`config.mk`:
```
export PLATFORM = sky130hd
export DESIGN_NAME = quad_decoder
export DESIGN_NICKNAME = d
export VERILOG_FILES = /design/src/rtl/quad_decoder.sv
export SDC_FILE = /design/constraint.sdc
export NUM_CORES = 1
export LEC_CHECK = 0
export ABC_AREA = 1
export ABC_CLOCK_PERIOD_IN_PS = 2860
export CORE_MARGIN = 2
export CORE_UTILIZATION = 40
export CTS_BUF_LIST = sky130_fd_sc_hd__clkbuf_2 sky130_fd_sc_hd__clkbuf_4 sky130_fd_sc_hd__clkbuf_8
export DETAILED_ROUTE_END_ITERATION = 6
export GPL_TIMING_DRIVEN = 0
export RECOVER_POWER = 100
export SLEW_MARGIN = 20
export SYNTH_ARGS = -nofsm -noshare
export SYNTH_HDL_FRONTEND = slang
export SYNTH_SLANG_ARGS = --single-unit
```
`constraint.sdc`:
```
create_clock -name clk -period 2.86 [get_ports clk]
set_input_delay 0.858 -clock clk [delete_from_list [all_inputs] [get_ports clk]]
set_output_delay 0.858 -clock clk [all_outputs]
set_load 0.01 [all_outputs]
```
`src/rtl/quad_decoder.sv`:
```
// -----------------------------------------------------------------------------
// quad_decoder
// Quadrature encoder decoder. Each channel is synchronized and can optionally
// be glitch-filtered. The decoded state S = {A,B} is compared with the previous
// state to produce a step pulse, a direction flag, a wrapping position count
// and a sticky error flag for illegal double-bit transitions.
//
// Optional feature macro: QUAD_GLITCH_FILTER_EN
//   defined   -> each synchronized channel must hold a new value for
//                FILTER_LEN consecutive samples before it enters S
//   undefined -> synchronizer outputs feed S directly (FILTER_LEN unused)
//
// Pipeline (filter excluded): SYNC_STAGES sync flops -> state stage -> outputs.
// A pin edge captured at clk edge n is reflected on the outputs after edge
// n+SYNC_STAGES+1.
// -----------------------------------------------------------------------------
module quad_decoder #(
    parameter int COUNT_W     = 32,
    parameter int SYNC_STAGES = 2,
    parameter int FILTER_LEN  = 3
) (
    input  logic               clk,
    input  logic               reset,
    input  logic               enable,
    input  logic               chA,
    input  logic               chB,
    input  logic               err_clr,
    output logic               step,
    output logic               upDown,
    output logic [COUNT_W-1:0] count,
    output logic               err
);

    // Elaboration-time parameter range checks.
    if (SYNC_STAGES < 2 || SYNC_STAGES > 4) begin : g_sync_range_check
        $error("quad_decoder: SYNC_STAGES must be in the range 2..4");
    end
    if (FILTER_LEN < 1) begin : g_filter_len_check
        $error("quad_decoder: FILTER_LEN must be at least 1");
    end

    // Map a Gray-coded AB state onto its position in the up sequence
    // 00 -> 10 -> 11 -> 01, so a forward step is +1 modulo 4.
    function automatic logic [1:0] ab_to_phase(input logic [1:0] ab);
        logic [1:0] ph;
        case (ab)
            2'b00:   ph = 2'd0;
            2'b10:   ph = 2'd1;
            2'b11:   ph = 2'd2;
            2'b01:   ph = 2'd3;
            default: ph = 2'd0;
        endcase
        return ph;
    endfunction

    // ------------------------------------------------------------------
    // Input synchronizers. A valid bit travels alongside the data so the
    // decoder only primes once real pin samples have reached the state stage.
    // ------------------------------------------------------------------
    logic [SYNC_STAGES-1:0] a_sync_r;
    logic [SYNC_STAGES-1:0] b_sync_r;
    logic [SYNC_STAGES-1:0] vld_sync_r;
    logic [1:0]             sync_ab_s;
    logic                   sync_vld_s;

    // Shift the asynchronous pins through the synchronizer chains.
    always_ff @(posedge clk) begin
        if (reset) begin
            a_sync_r   <= '0;
            b_sync_r   <= '0;
            vld_sync_r <= '0;
        end else begin
            a_sync_r   <= {a_sync_r[SYNC_STAGES-2:0], chA};
            b_sync_r   <= {b_sync_r[SYNC_STAGES-2:0], chB};
            vld_sync_r <= {vld_sync_r[SYNC_STAGES-2:0], 1'b1};
        end
    end

    assign sync_ab_s  = {a_sync_r[SYNC_STAGES-1], b_sync_r[SYNC_STAGES-1]};
    assign sync_vld_s = vld_sync_r[SYNC_STAGES-1];

    // ------------------------------------------------------------------
    // Optional glitch filter
    // ------------------------------------------------------------------
    logic [1:0] filt_ab_s;
    logic       filt_vld_s;

`ifdef QUAD_GLITCH_FILTER_EN
    localparam int FCNT_W = (FILTER_LEN > 1) ? $clog2(FILTER_LEN + 1) : 1;

    logic [1:0]        filt_ab_r;
    logic              filt_vld_r;
    logic [FCNT_W-1:0] filt_cnt_r [2];

    // Accept a channel change only after FILTER_LEN consecutive differing
    // samples; the first valid sample after reset is loaded directly.
    always_ff @(posedge clk) begin
        if (reset) begin
            filt_ab_r     <= 2'b00;
            filt_vld_r    <= 1'b0;
            filt_cnt_r[0] <= '0;
            filt_cnt_r[1] <= '0;
        end else if (!filt_vld_r) begin
            filt_cnt_r[0] <= '0;
            filt_cnt_r[1] <= '0;
            if (sync_vld_s) begin
                filt_ab_r  <= sync_ab_s;
                filt_vld_r <= 1'b1;
            end
        end else begin
            for (int ch = 0; ch < 2; ch++) begin
                if (sync_ab_s[ch] == filt_ab_r[ch]) begin
                    filt_cnt_r[ch] <= '0;
                end else if (filt_cnt_r[ch] == FCNT_W'(FILTER_LEN - 1)) begin
                    filt_ab_r[ch]  <= sync_ab_s[ch];
                    filt_cnt_r[ch] <= '0;
                end else begin
                    filt_cnt_r[ch] <= filt_cnt_r[ch] + FCNT_W'(1);
                end
            end
        end
    end

    assign filt_ab_s  = filt_ab_r;
    assign filt_vld_s = filt_vld_r;
`else
    assign filt_ab_s  = sync_ab_s;
    assign filt_vld_s = sync_vld_s;
`endif

    // ------------------------------------------------------------------
    // Decoded state stage and transition decoder
    // ------------------------------------------------------------------
    logic [1:0]         cur_ab_r;
    logic               cur_vld_r;
    logic [1:0]         prev_ab_r;
    logic               prime_r;
    logic [COUNT_W-1:0] count_r;
    logic               updown_r;
    logic               step_r;
    logic               err_r;

    logic [1:0]         diff_s;
    logic [1:0]         prev_ab_nxt_s;
    logic               prime_nxt_s;
    logic [COUNT_W-1:0] count_nxt_s;
    logic               updown_nxt_s;
    logic               step_nxt_s;
    logic               err_nxt_s;

    // Register the (filtered) state so all decoding works on a stable value.
    always_ff @(posedge clk) begin
        if (reset) begin
            cur_ab_r  <= 2'b00;
            cur_vld_r <= 1'b0;
        end else begin
            cur_ab_r  <= filt_ab_s;
            cur_vld_r <= filt_vld_s;
        end
    end

    assign diff_s = ab_to_phase(cur_ab_r) - ab_to_phase(prev_ab_r);

    // Classify the transition and compute next count, direction, step and err.
    always_comb begin
        prev_ab_nxt_s = prev_ab_r;
        prime_nxt_s   = prime_r;
        count_nxt_s   = count_r;
        updown_nxt_s  = updown_r;
        step_nxt_s    = 1'b0;
        if (err_clr) begin
            err_nxt_s = 1'b0;
        end else begin
            err_nxt_s = err_r;
        end

        if (cur_vld_r && !prime_r) begin
            // First real state after reset only seeds the history.
            prev_ab_nxt_s = cur_ab_r;
            prime_nxt_s   = 1'b1;
        end else if (cur_vld_r) begin
            prev_ab_nxt_s = cur_ab_r;
            case (diff_s)
                2'd1: begin
                    if (enable) begin
                        count_nxt_s  = count_r + COUNT_W'(1);
                        updown_nxt_s = 1'b1;
                        step_nxt_s   = 1'b1;
                    end else begin
                        count_nxt_s  = count_r;
                    end
                end
                2'd3: begin
                    if (enable) begin
                        count_nxt_s  = count_r - COUNT_W'(1);
                        updown_nxt_s = 1'b0;
                        step_nxt_s   = 1'b1;
                    end else begin
                        count_nxt_s  = count_r;
                    end
                end
                2'd2: begin
                    // Both channels moved in one sample: direction unknown.
                    err_nxt_s = 1'b1;
                end
                default: begin
                    prev_ab_nxt_s = cur_ab_r;
                end
            endcase
        end else begin
            prev_ab_nxt_s = prev_ab_r;
        end
    end

    // Decoder state and registered outputs.
    always_ff @(posedge clk) begin
        if (reset) begin
            prev_ab_r <= 2'b00;
            prime_r   <= 1'b0;
            count_r   <= '0;
            updown_r  <= 1'b1;
            step_r    <= 1'b0;
            err_r     <= 1'b0;
        end else begin
            prev_ab_r <= prev_ab_nxt_s;
            prime_r   <= prime_nxt_s;
            count_r   <= count_nxt_s;
            updown_r  <= updown_nxt_s;
            step_r    <= step_nxt_s;
            err_r     <= err_nxt_s;
        end
    end

    assign step   = step_r;
    assign upDown = updown_r;
    assign count  = count_r;
    assign err    = err_r;

endmodule

```
-- Word-level counts from Yosys, hierarchy flattened
Cells that the tools add are included.
- $add $sub $neg: 3
- eq/ne operators: 11
- multiplexer cells: 16
- bitwise gates (word level): 3
- reductions and logical operators: 9
- operator list (cell ; number):
    2-to-1 mux 32 bit ; 2
    one-hot mux 32 bit (2 select lines) ; 1
    adder 32 x 1 -> 32 bit, second input constant ; 1
    subtractor 32 x 1 -> 32 bit, second input constant ; 1
    one-hot mux 2 bit (4 select lines) ; 2
    == test 2 bit, second input constant ; 6
    2-to-1 mux 1 bit ; 8
    == test 2 x 1 -> 1 bit, second input constant ; 3
    AND reduction 5 bit ; 1
    zero test 2 bit ; 2
    2-to-1 mux 2 bit ; 2
    inequality test 2 bit, second input constant ; 2
    nonzero test 2 bit ; 2
    OR reduction 4 bit ; 1
    NOT 1 bit ; 3
    one-hot mux 1 bit (2 select lines) ; 1
    OR reduction 2 bit ; 1
    subtractor 2 bit ; 1
    logical AND 1 bit ; 1
    zero test 1 bit ; 1
- bits in registers: 47
- input bits: 6
- output and inout port bits: 35

-- Logic depth before layout (Yosys ltp)
- depth in word-level cells: 7
- gate-level depth with buffers: 27
- depth with buffers taken out: 27

-- Least setup slack after synthesis
Ideal clock, no wire load.
- kind: flip-flop to flip-flop
- from: register cur_ab_r[0]
- to: register count_r[18], in the netlist count[18]
- data arrival time: 2.650 ns
- required time: 2.751 ns
- path slack: 0.101 ns
- cell stages (with the launch flop): 25
- period minus slack after synthesis: 2.759 ns
- cells stage by stage: dfxtp_1 > inv_1 > ha_1 > inv_1 > ha_1 > inv_2 > nand3_4 > buf_6 > nand2_1 > nand2_1 > inv_1 > ha_1 > inv_1 > nand2_1 > nand2_1 > nor2_1 > nand2_1 > nand2_1 > nand2_1 > nand2_1 > nand3_1 > nand3_1 > nand3_1 > nand2_1 > inv_1
- word-level cells in the longest chain between the ends: 6
- elaborated cells between the ends (all ways): 13
- classes of those cells: add/sub (1); eq/ne (7); mux (2); reduce/logical (3)
- RTL lines (what ; RTL line ; text):
    from (decl) ; 134 ; logic [1:0] cur_ab_r;
    from (signal assigned) ; 157 ; cur_ab_r <= filt_ab_s;
    == test 2 x 1 -> 1 bit (tied with other cells) ; 46 ; case (ab)
    one-hot mux 2 bit (4 select lines) (*) ; 46 ;
    subtractor 2 bit (*) ; 162 ; assign diff_s = ab_to_phase(cur_ab_r) - ab_to_phase(prev_ab_r);
    == test 2 x 1 -> 1 bit or == test 2 bit (tied branches) ; 183 ; case (diff_s)
    inequality test 2 bit (no line) or nonzero test 2 bit (tied branches) ; -- ;
    AND reduction 5 bit (no line) ; -- ;
    to (signal assigned) ; 227 ; count_r <= count_nxt_s;
    to (decl) ; 138 ; logic [COUNT_W-1:0] count_r;
Mark *: on every way between the ends. The rest lies on a longest branch, timed or not.
A chain may end at the register's enable or synchronous reset.

-- Final worst setup path
- from: register cur_ab_r[1]
- to: register count_r[28], in the netlist count[28]
The elaborated chain is that of the path after synthesis.

==> reports/results.ini <==
[outcome]
status=completed

[grt]
grt_use_met1_pct=33.30
grt_use_met2_pct=41.47
overflow=0
grt_max_degree=19
met3_usage_pct=3.030
grt_pass1_vias=4307
grt_usage_pct=25.07
antenna_found_initial=0
top_usage_layer=met2
grt_pass1_wl_mm=22.02

[setup_path]
critical_path.endpoint_type=flip-flop
crit_start=cur_ab_r[1]
worstPathArrival_ps=3070
worstSetupPathType=flip-flop to flip-flop
path_max_fanout=6
worst_r2r_startpoint=cur_ab_r[1]
cp.required_ps=3080
start_kind=flip-flop

[floorplanning]
core_region_area_sq_mm=0.009864
dieArea_sq_mm=0.01107
start_util_pct=41.55
num_rows=36
die_h_um=105.2
io_pins=41
die_w_um=105.2

[layout]
fin_area_sq_mm=0.005806
antenna_cells=0
layout-drive-gt1-share_pct=30.19
nNetsFinal=765
synthToLayoutAreaGrowth_pct=41.64

[sta]
drv_slew=0
rsz0062_at_grt=yes
worstMarginPinSlew_ps=757.5
hold_violations=0
min_period_over_period_pct=99.58
maxSlewHeadroom_pct=48.84
min_period_ps=2848
setup_ws_ps=12.04
whs_ps=407.3
fin_worst_skew_ps=10.72
finalSetupViolations=0
tns_ps=0
timing.fmax_ghz=0.3511

[power_and_ir_drop]
power_density_mw_per_mm2=248.6
irDropWorstVdd_uv=236.1
total_power_uw=1443
leakagePower_uw=0.002546

[logic_synthesis]
synth.net_count=691
netlist_area_sq_mm=0.004099
synth_compound_area_share_pct=16.33
synth.avg_cell_area_sq_um=6.055
synth_top_area_share_pct=22.95
synth_xor_area_share_pct=8.578
synth_area_leader_cell=dfxtp_1
synthAdderAreaFrac_pct=2.442
synthTopCellsByArea=dfxtp_1 (23%), nand2_1 (17%), inv_1 (10%)
synth_top_family_by_area=simple AND/OR/NAND/NOR gates
synthCells=677
yosysSeqAreaShare_pct=22.95
synth-seq-cells=47
synth_warnings=0
ys_types=36
synth.area.mux_share_pct=0
yosys.area_share.simple_pct=36.11

[clock_tree]
cts_root_buf=clkbuf_8
clock_latency_ps=320
cts_tree=yes
clk_pin_slew_ps=110
clock-sinks=47
clk_path_buf_depth=2
htreeDepth=2
cts_buffers=5

[drt]
post-route-drc-count=0
first_pass_iters=5
vias=4718
postRouteAntennaNets=0
drt_wl_total_mm=15.28
via_per_inst=5.331
drt_iter0_drc=293
wl_per_cell_um=17.26

[place]
placed_area_sq_mm=0.004656
gp_congestion=0.9941
place_ws_ps=-624.0
port_buffers=39
dp_hpwl_mm=10.41

[hold_path]
hold_start=b_sync_r[1]
holdCritPathClass=flip-flop to flip-flop

[job]
cap_violations=0

## metal layers
metal | wire length (um) | part of all wire, %
met4 | 615 | 4.0
met1 | 6728 | 44
met3 | 853 | 5.6
met5 | 0 | 0
met2 | 7082 | 46
## Yosys cell counts, drive strengths merged
library cell and number:
o21a 2, and2 4, o41ai 25, dfxtp 47
nor2 83, nand4 2, xnor2 3, o21ai 36
xor2 32, inv 116, or2 1, a211oi 1
ha 8, o21bai 2, a31oi 2, buf 9
nand3b 3, clkbuf 11, nand2 197, nand3 52
a21oi 41
## placed cells by master (no fill, tap or decap), drive strengths merged
cell type,n
nand3,52
dfxtp,47
o41ai,25
nor2,83
or2,1
nand2,197
a211oi,1
xnor2,3
clkbuf,18
o21a,2
and2,4
xor2,32
clkdlybuf4s50,39
a21oi,41
buf,35
inv,119
a31oi,2
ha,8
o21ai,36
nand4,2
nand3b,3
o21bai,2
## kinds of logic (layout without fill, tap and decap cells)
logic type      after synthesis  count (layout)
simple gates                342             342
buf+inv                     136             211
compound gates              109             109
flops                        47              47
xor+xnor                     35              35
fa+ha+maj                     8               8
## worst paths after layout
check	slack (ps)	end	depth (start not counted)
worst max-delay path	10	count[28]	21
worst max register to register	10	count[28]	21
worst min register to register	410	cur_ab_r[0]	2
worst min-delay path	410	cur_ab_r[0]	2
## state kept, by name, summed over array words and instances, names as in the netlist
| register | count |
|---|---|
| count | 32 |
| prev_ab_r | 2 |
| cur_ab_r | 2 |
| cur_vld_r | 1 |
| step | 1 |
| a_sync_r | 2 |
| err | 1 |
| vld_sync_r | 2 |
| b_sync_r | 2 |
| prime_r | 1 |
| upDown | 1 |
## report_power, final
group	switching (uW)	total [uW]	internal, uW
clock network	288	476	188
logic	179	296	117
registers	8.20	671	663
total	475	1440	969
## final cells by class
class                      instances  area, sq um
tap                              133        166.4
fill                             950         4059
sequential                        47        948.4
clock inverter                     3        31.28
buffer                            20        170.2
timing repair buffer              67        661.9
inverter                         116        445.4
multi-input combinational        494         3313
clock buffer                       5        68.82
## worst max-delay path, stage by stage (launching register included)
cell	delay (ps)
dfxtp_2	370
inv_4	50
ha_4	260
inv_2	40
ha_4	170
inv_4	70
nand3_4	100
nand2_4	80
nand2_4	60
a21oi_4	250
buf_8	180
buf_6	130
o41ai_1	100
nand3b_1	210
nand2_1	80
inv_1	60
nand2_4	110
nand2_2	70
nand3_1	60
nand2_1	60
nor2_2	170
nor2_1	60
## metrics by stage
stage	util (%)	cells
3_5_place_dp	47.20	849
2_1_floorplan	-	677
3_3_place_gp	47.20	849
6_report	58.85	885
5_1_grt	58.85	885
4_1_cts	50.55	868
## what timing repair did
item	CTS	global route
cloned	0	2
hold buffers	0	0
setup buffers	11	15
pin swaps	10	51
setup endpoints to repair	33	28
gates resized for setup	44	173
Note: power is estimated with default switching activity, not from simulation.
